--- src/rtl/imem_loader.sv ---
// Byte-serial instruction store loader; gates the core via cpu_run.
// Optional IMEM_CHECKSUM_EN: image must sum to 0x00 mod 256 to run.
module imem_loader #(
  parameter int DEPTH  = 256,
  parameter int ADDR_W = 8
) (
  input  logic              CLK,
  input  logic              CLB,
  input  logic [ADDR_W-1:0] PC,
  output logic [7:0]        INST,
  input  logic              ld_start,
  input  logic              ld_valid,
  input  logic [7:0]        ld_data,
  input  logic              ld_last,
  output logic              ld_ready,
  output logic [ADDR_W:0]   ld_count,
  output logic              cpu_run,
  output logic              ld_err
`ifdef IMEM_CHECKSUM_EN
  ,
  output logic [7:0]        chk_sum
`endif
);

  localparam logic [1:0] S_IDLE = 2'd0;
  localparam logic [1:0] S_LOAD = 2'd1;
  localparam logic [1:0] S_RUN  = 2'd2;
  localparam logic [1:0] S_ERR  = 2'd3;

  localparam logic [ADDR_W-1:0] LAST_ADDR = ADDR_W'(DEPTH - 1);
  localparam logic [ADDR_W:0]   FULL_CNT  = (ADDR_W+1)'(DEPTH);

  logic [1:0]        state;
  logic [1:0]        nxt;
  logic [ADDR_W-1:0] wr_ptr;
  logic              beat;
  logic              sum_ok;
  logic [7:0]        mem [DEPTH];

`ifdef IMEM_CHECKSUM_EN
  logic [7:0] sum_nxt;
  always_comb begin
    sum_nxt = chk_sum + ld_data;
    sum_ok  = (sum_nxt == 8'h00);
  end
`else
  assign sum_ok = 1'b1;
`endif

  assign ld_ready = (state == S_LOAD);
  // A restart wins over any coincident beat.
  assign beat = ld_ready & ld_valid & ~ld_start;

  always_comb begin
    nxt = state;
    if (ld_start) begin
      nxt = S_LOAD;
    end else if (beat) begin
      if (ld_last)
        nxt = sum_ok ? S_RUN : S_ERR;
      else if (wr_ptr == LAST_ADDR)
        nxt = S_ERR;
    end
  end

  always_ff @(posedge CLK) begin
    if (CLB) begin
      state    <= S_IDLE;
      wr_ptr   <= '0;
      ld_count <= '0;
      cpu_run  <= 1'b0;
      ld_err   <= 1'b0;
`ifdef IMEM_CHECKSUM_EN
      chk_sum  <= 8'h00;
`endif
    end else begin
      state   <= nxt;
      cpu_run <= (nxt == S_RUN);
      if (ld_start) begin
        wr_ptr   <= '0;
        ld_count <= '0;
        ld_err   <= 1'b0;
`ifdef IMEM_CHECKSUM_EN
        chk_sum  <= 8'h00;
`endif
      end else if (beat) begin
        wr_ptr <= wr_ptr + 1'b1;
        if (ld_count != FULL_CNT)
          ld_count <= ld_count + 1'b1;
        if (nxt == S_ERR)
          ld_err <= 1'b1;
`ifdef IMEM_CHECKSUM_EN
        chk_sum <= sum_nxt;
`endif
      end
    end
  end

  always_ff @(posedge CLK) begin
    if (beat)
      mem[wr_ptr] <= ld_data;
  end

  // Bytes past the loaded image read as zero even if stale data remains.
  always_comb begin
    INST = 8'h00;
    if (state == S_RUN && {1'b0, PC} < ld_count)
      INST = mem[PC];
  end

endmodule

--- config.mk ---
export PLATFORM = sky130hd
export DESIGN_NAME = imem_loader
export DESIGN_NICKNAME = d
export VERILOG_FILES = /design/src/rtl/imem_loader.sv
export SDC_FILE = /design/constraint.sdc
export NUM_CORES = 2
export LEC_CHECK = 0
export CORE_MARGIN = 3
export CORE_UTILIZATION = 65
export CTS_CLUSTER_DIAMETER = 50
export DETAILED_ROUTE_END_ITERATION = 8
export PLACE_DENSITY = 0.8
export SETUP_SLACK_MARGIN = 0.02
export SYNTH_ARGS = -nofsm -noshare
export SYNTH_HDL_FRONTEND = slang
export SYNTH_SLANG_ARGS = --single-unit
--- constraint.sdc ---
create_clock -name CLK -period 8.3 [get_ports CLK]
set_input_delay 2.075 -clock CLK [delete_from_list [all_inputs] [get_ports CLK]]
set_output_delay 2.075 -clock CLK [all_outputs]
set_load 0.005 [all_outputs]
After elaboration in Yosys (flattened, before gate mapping)
Memory sizes are Yosys's and may differ from the RTL's.
Index checks and enable logic that the tools add are counted.
{"block": "totals", "n_memories": 1, "reg_bits": 21, "out_inout_bits": 20, "ram_bits": 2048}
{"block": "op_classes", "n_addsub": 2, "n_bitwise": 3, "reduce_logical": 4, "magnitude_cmp": 1, "mux": 7, "n_eq_ne": 6}
{"memory": "mem", "words": 256, "width": 8, "read_ports": 1, "rd_ports_with_merged_regs": 0, "wr": 1, "line": "38", "rtl": "logic [7:0] mem [DEPTH];"}
{"operator": "adder 9 x 1 -> 9 bit (second input constant)", "n": 1}
{"operator": "less-than comparator 8 x 9 -> 1 bit", "n": 1}
{"operator": "inequality test 9 bit (second input constant)", "n": 1}
{"operator": "adder 8 x 1 -> 8 bit (second input constant)", "n": 1}
{"operator": "equality test 8 bit (second input constant)", "n": 1}
{"operator": "two-way mux 2 bit", "n": 4}
{"operator": "two-way mux 8 bit", "n": 1}
{"operator": "equality test 2 bit (second input constant)", "n": 3}
{"operator": "AND reduction 2 bit", "n": 2}
{"operator": "bitwise AND 1 bit", "n": 2}
{"operator": "equality test 2 x 1 -> 1 bit (second input constant)", "n": 1}
{"operator": "two-way mux 1 bit", "n": 2}
{"operator": "OR reduction 2 bit", "n": 1}
{"operator": "logical AND 1 bit", "n": 1}
{"operator": "NOT 1 bit", "n": 1}

Depth between registers and ports, before layout
{"block": "logic_depth", "depth_word": 7, "mapped_depth": 14, "mapped_depth_nobuf": 9}

Least setup slack after synthesis
No wires, ideal clock.
{"block": "synth_timing", "path_type": "in2out", "from": "in PC[4]", "to": "out INST[4]", "path_stages": 8, "required_ps": 6225, "n_path_buf": 0, "path_slack_ps": 1858, "arrival_ps": 4367, "cell_sequence": "ha_1 a21o_1 a2111oi_0 o21ai_1 a2111oi_0 or2b_1 or3_1 nand4_1"}
{"block": "synth_between", "elab_chain_len": 3, "elab_cells_between_ends": 4, "cone_classes": "order compare (1); mux (1); reduce/logical (1); memory (1)"}
{"element": "start, declared", "line": "9", "rtl": "input logic [ADDR_W-1:0] PC,"}
{"element": "parallel branches: the longest is 2 deep, another holds memory read (256 x 8 bit)"}
{"element": "two-way mux 8 bit (*)", "line": "107", "rtl": "if (state == S_RUN && {1'b0, PC} < ld_count)"}
{"element": "end, declared", "line": "10", "rtl": "output logic [7:0] INST,"}
Every way passes the cells marked *.

Final worst setup path
{"block": "layout_timing", "from": "in PC[5]", "to": "out INST[5]"}
The elaborated chain is that of the path after synthesis.

==> flow_metrics.py <==
metrics = {
    "run_status": {
        "run_status": "complete, but fails checks",
        "violations": "negative setup slack",
    },
    "floorplan": {
        "die_ar_um2": 130000,
        "placementRows": 129,
        "die_width_um": 360,
        "fp.coreArea_um2": 124000,
        "die_h_um": 360,
        "io_pins": 41,
        "start_util_pct": 65.7,
    },
    "clock_tree": {
        "cts_hold_repair.buffers": 0,
        "clock_tree_from_tritoncts": "yes",
        "clock_insertion_delay_worst_skew_ns": 0.83,
        "cts-buffers-inserted": 197,
        "root_buffer": "sky130_fd_sc_hd__clkbuf_16",
        "path_clk_slew_ns": 0.06,
        "cts.path.max_buffers": 3,
        "postCtsSetupBuffers": 0,
        "numClockSinks": 2069,
        "cts_htree_levels": 4,
    },
    "pwr": {
        "power.internal_mw": 16.9,
        "static-leakage-power_nw": 29.1,
        "seq_power_share_pct": 53.2,
        "power.combinational.fraction_pct": 5.0,
        "power.clock.fraction_pct": 41.8,
        "switching_power_mw": 4.67,
        "power.switching_fraction_pct": 21.6,
        "irDropWorstVdd_v": 0.000254,
        "power_density_nw_per_um2": 238,
    },
    "yosys": {
        "ys_seq_elements": 2069,
        "async_reset_ff_share_pct": 0,
        "yosysTopAreaCellShare_pct": 75.4,
        "synth_largest_area_cell": "sky130_fd_sc_hd__edfxtp_1",
        "ys.warnings.count": 0,
        "yosys-top-cells-area": "sky130_fd_sc_hd__edfxtp_1 75%, sky130_fd_sc_hd__mux4_2 9.1%, sky130_fd_sc_hd__mux2i_1 4.4%",
        "mapped_cells": 4154,
        "count_of_flip_flops_with_a_built_in_enable_after_synthesis": 2048,
        "postSynthAreaPerCell_um2": 19.6,
        "synth_seq_area_share_pct": 75.9,
        "synthDistinctLibCells": 74,
        "synth.cell_area_um2": 81600,
        "net_count_synth": 4188,
        "synthFlopType": "sky130_fd_sc_hd__edfxtp_1",
    },
    "cells_and_area": {
        "finalNonFillerCells": 6129,
        "regArea_um2": 61900,
        "layout-area-overhead-vs-synth_pct": 11.4,
        "post-route-cell-area_um2": 90900,
        "nets": 4355,
        "layout-drive-gt1-share_pct": 19.0,
        "n_fill_cell": 6526,
        "multi_input_comb_area_um2": 18000,
    },
    "min_path": {
        "end_point_of_the_worst_hold_path": "ld_err",
        "holdCritStartpoint": "ld_err",
        "whs_path_depth": 2,
        "worstHoldPathType": "flip-flop to flip-flop",
    },
    "grt": {
        "global_route_wire_length_before_repair_um": 319000,
        "first_global_vias": 44500,
        "largest_net_degree_at_the_start_of_global_routing": 161,
        "antenna_found_initial": 9,
        "total_routing_usage_gr_pct": 34.4,
        "grt_overflow_total": 0,
    },
    "critical_path": {
        "rr_worst_depth": 5,
        "regToRegEndpoint": "mem[116][0]",
        "timing.critical_path.slowest_cell_delay_ns": 0.89,
        "critPathCaptureType": "primary output",
        "reg2reg_from": "state[1]",
        "regToRegSetupSlack_ns": 4.06,
        "setup.worst_path.class": "input pin to primary output",
        "data_required_time_of_the_critical_path_ns": 6.23,
        "critical-path-slowest-cell": "sky130_fd_sc_hd__a21oi_1",
        "crit_arrival_ns": 6.23,
        "cp-start-kind": "input pin",
        "timing.critical_path.cells": "clkdlybuf4s50_1 -> ha_1 -> a2111oi_1 -> o21ai_1 -> buf_4 -> a21oi_1 -> nand3_1 -> nand3_1 -> or4b_1 -> clkdlybuf4s50_1",
        "worstPathMaxFanout": 6,
    },
    "timing": {
        "setup_viol": 1,
        "clock.fmax_ghz": 0.120,
        "setup_tns_ns": -0.00385,
        "min_period_ns": 8.30,
        "rsz0062_at_grt": "true",
        "relSlewSlack_pct": 9.59,
        "worst_clock_skew_on_the_final_layout_ns": 0.0302,
        "tightestPinTransition_ns": 1.36,
        "final-max-slew-violation-count": 0,
        "final-hold-violation-count": 0,
        "final.setup.worst_slack_ns": -0.00385,
        "fin_crit_sh_pct": 100,
    },
    "placed_design": {
        "globalplace.congestion": 0.904,
        "dp_hpwl_um": 127000,
        "place.port_buffers": 40,
        "placed_cells": 5759,
        "placedInstanceArea_um2": 84400,
    },
    "routing": {
        "first_pass_iters": 5,
        "drt-vias-per-instance": 7.35,
        "drc": 0,
        "vias": 45100,
        "wl_per_cell_um": 36.1,
        "drtAntennaViolNets": 0,
        "routed_wirelength_um": 221000,
        "first_iter_violations": 7733,
    },
    "flow_run": {
        "drv_cap": 0,
    },
}
[timing repair]
action	in CTS	in global routing
setup endpoints to repair	1	6
pin swaps	0	1
gates resized for setup	1	4
[power groups by stage]
stage          clock network [mW]  registers [mW]  logic [mW]
2_1_floorplan                   0            11.7       0.554
3_3_place_gp                    0            11.7        1.02
3_5_place_dp                    0            11.7        1.04
4_1_cts                      9.03            11.5        1.06
5_1_grt                      9.44            11.5        1.11
6_report                     9.02            11.5        1.09
[worst max path at each step]
stage	to	slack, ns	start	cells after the start
5_1_grt	INST[5]	-0.00001	PC[5]	10
6_report	INST[5]	-0.004	PC[5]	10
3_5_place_dp	INST[2]	0.02	PC[0]	10
3_3_place_gp	INST[2]	0.08	PC[0]	10
4_1_cts	INST[5]	0.12	PC[5]	10
2_1_floorplan	INST[4]	1.86	PC[4]	8
[metrics by stage]
stage | setup WS [ns] | hold WS [ns] | utilization, % | total power, mW
2_1_floorplan | 1.86 | 0.465 | - | 12.3
3_3_place_gp | 0.0761 | 0.462 | 68.0 | 12.7
3_5_place_dp | 0.0159 | 0.473 | 68.0 | 12.7
4_1_cts | 0.116 | 0.491 | 73.2 | 21.6
5_1_grt | -0.0000120 | 0.540 | 73.2 | 22.0
6_report | -0.00385 | 0.482 | 73.3 | 21.6
[cells in the mapped netlist, drive strengths merged, types with 10 or more instances]
master	number
edfxtp	2048
mux2i	356
mux4	346
nor2	313
buf	147
a221oi	125
clkbuf	120
o21ai	87
nand2	72
a21oi	71
a22oi	63
nand3	47
a221o	38
nor3	35
dfxtp	21
nand2b	21
o31ai	21
a211oi	18
nor2b	18
inv	17
nand4	14
ha	13
o211ai	10
[routing by layer]
| layer | wire [um] | vias up | global-route usage [%] |
|---|---|---|---|
| met1 | 74300 | 22800 | 46.8 |
| li1 | - | 17500 | - |
| met2 | 103000 | 4074 | 51.8 |
| met3 | 31700 | 738 | 10.1 |
| met5 | 13 | - | 0 |
| met4 | 12300 | 2 | 17.4 |
[layout by cell type, fill, tap and decap left out, drive strengths merged, types with 8 or more instances in the layout]
| cell type | n |
|---|---|
| bufinv | 20 |
| a221o | 38 |
| clkdlybuf4s50 | 26 |
| clkbuf | 239 |
| nand4 | 14 |
| a31oi | 8 |
| clkinv | 88 |
| o22ai | 8 |
| mux4 | 346 |
| dfxtp | 21 |
| nor2b | 18 |
| edfxtp | 2048 |
| nand2b | 21 |
| a211oi | 18 |
| nand2 | 72 |
| nor3 | 35 |
| a2111oi | 8 |
| inv | 33 |
| or3 | 8 |
| ha | 13 |
| a21oi | 71 |
| o211ai | 10 |
| a221oi | 125 |
| o21ai | 87 |
| a22o | 8 |
| nor2 | 313 |
| a22oi | 63 |
| nand3 | 47 |
| buf | 201 |
| diode | 9 |
| o31ai | 21 |
| mux2i | 356 |
[layout make-up]
| cell class | instances | area share (%) |
|---|---|---|
| clock buffer | 231 | 5.64 |
| clock inverter | 130 | 1.46 |
| multi-input combinational | 1801 | 19.8 |
| tap | 1637 | 2.25 |
| inverter | 17 | 0.0743 |
| sequential | 2069 | 68.1 |
| timing repair buffer | 235 | 2.62 |
| antenna | 9 | 0.0248 |
[flip-flops by register name (all words and copies together) (netlist names)]
register  flops
state         2
wr_ptr        8
cpu_run       1
ld_err        1
mem        2048
ld_count      9
[critical path, delay by kind of cell]
kind            cells  cell delay, ns
compound gates      3            1.55
fa+ha+maj           1            0.35
buf+inv             3            1.27
simple gates        3            0.96
[kinds of logic after synthesis]
group | after synthesis | synth area share (%)
fa+ha+maj | 13 | 0.199
compound gates | 504 | 4.57
simple gates | 566 | 3.07
xor+xnor | 13 | 0.140
mux | 705 | 14.0
flops | 2069 | 75.9
buf+inv | 284 | 2.12
Note: power is estimated with default switching activity, not from simulation.
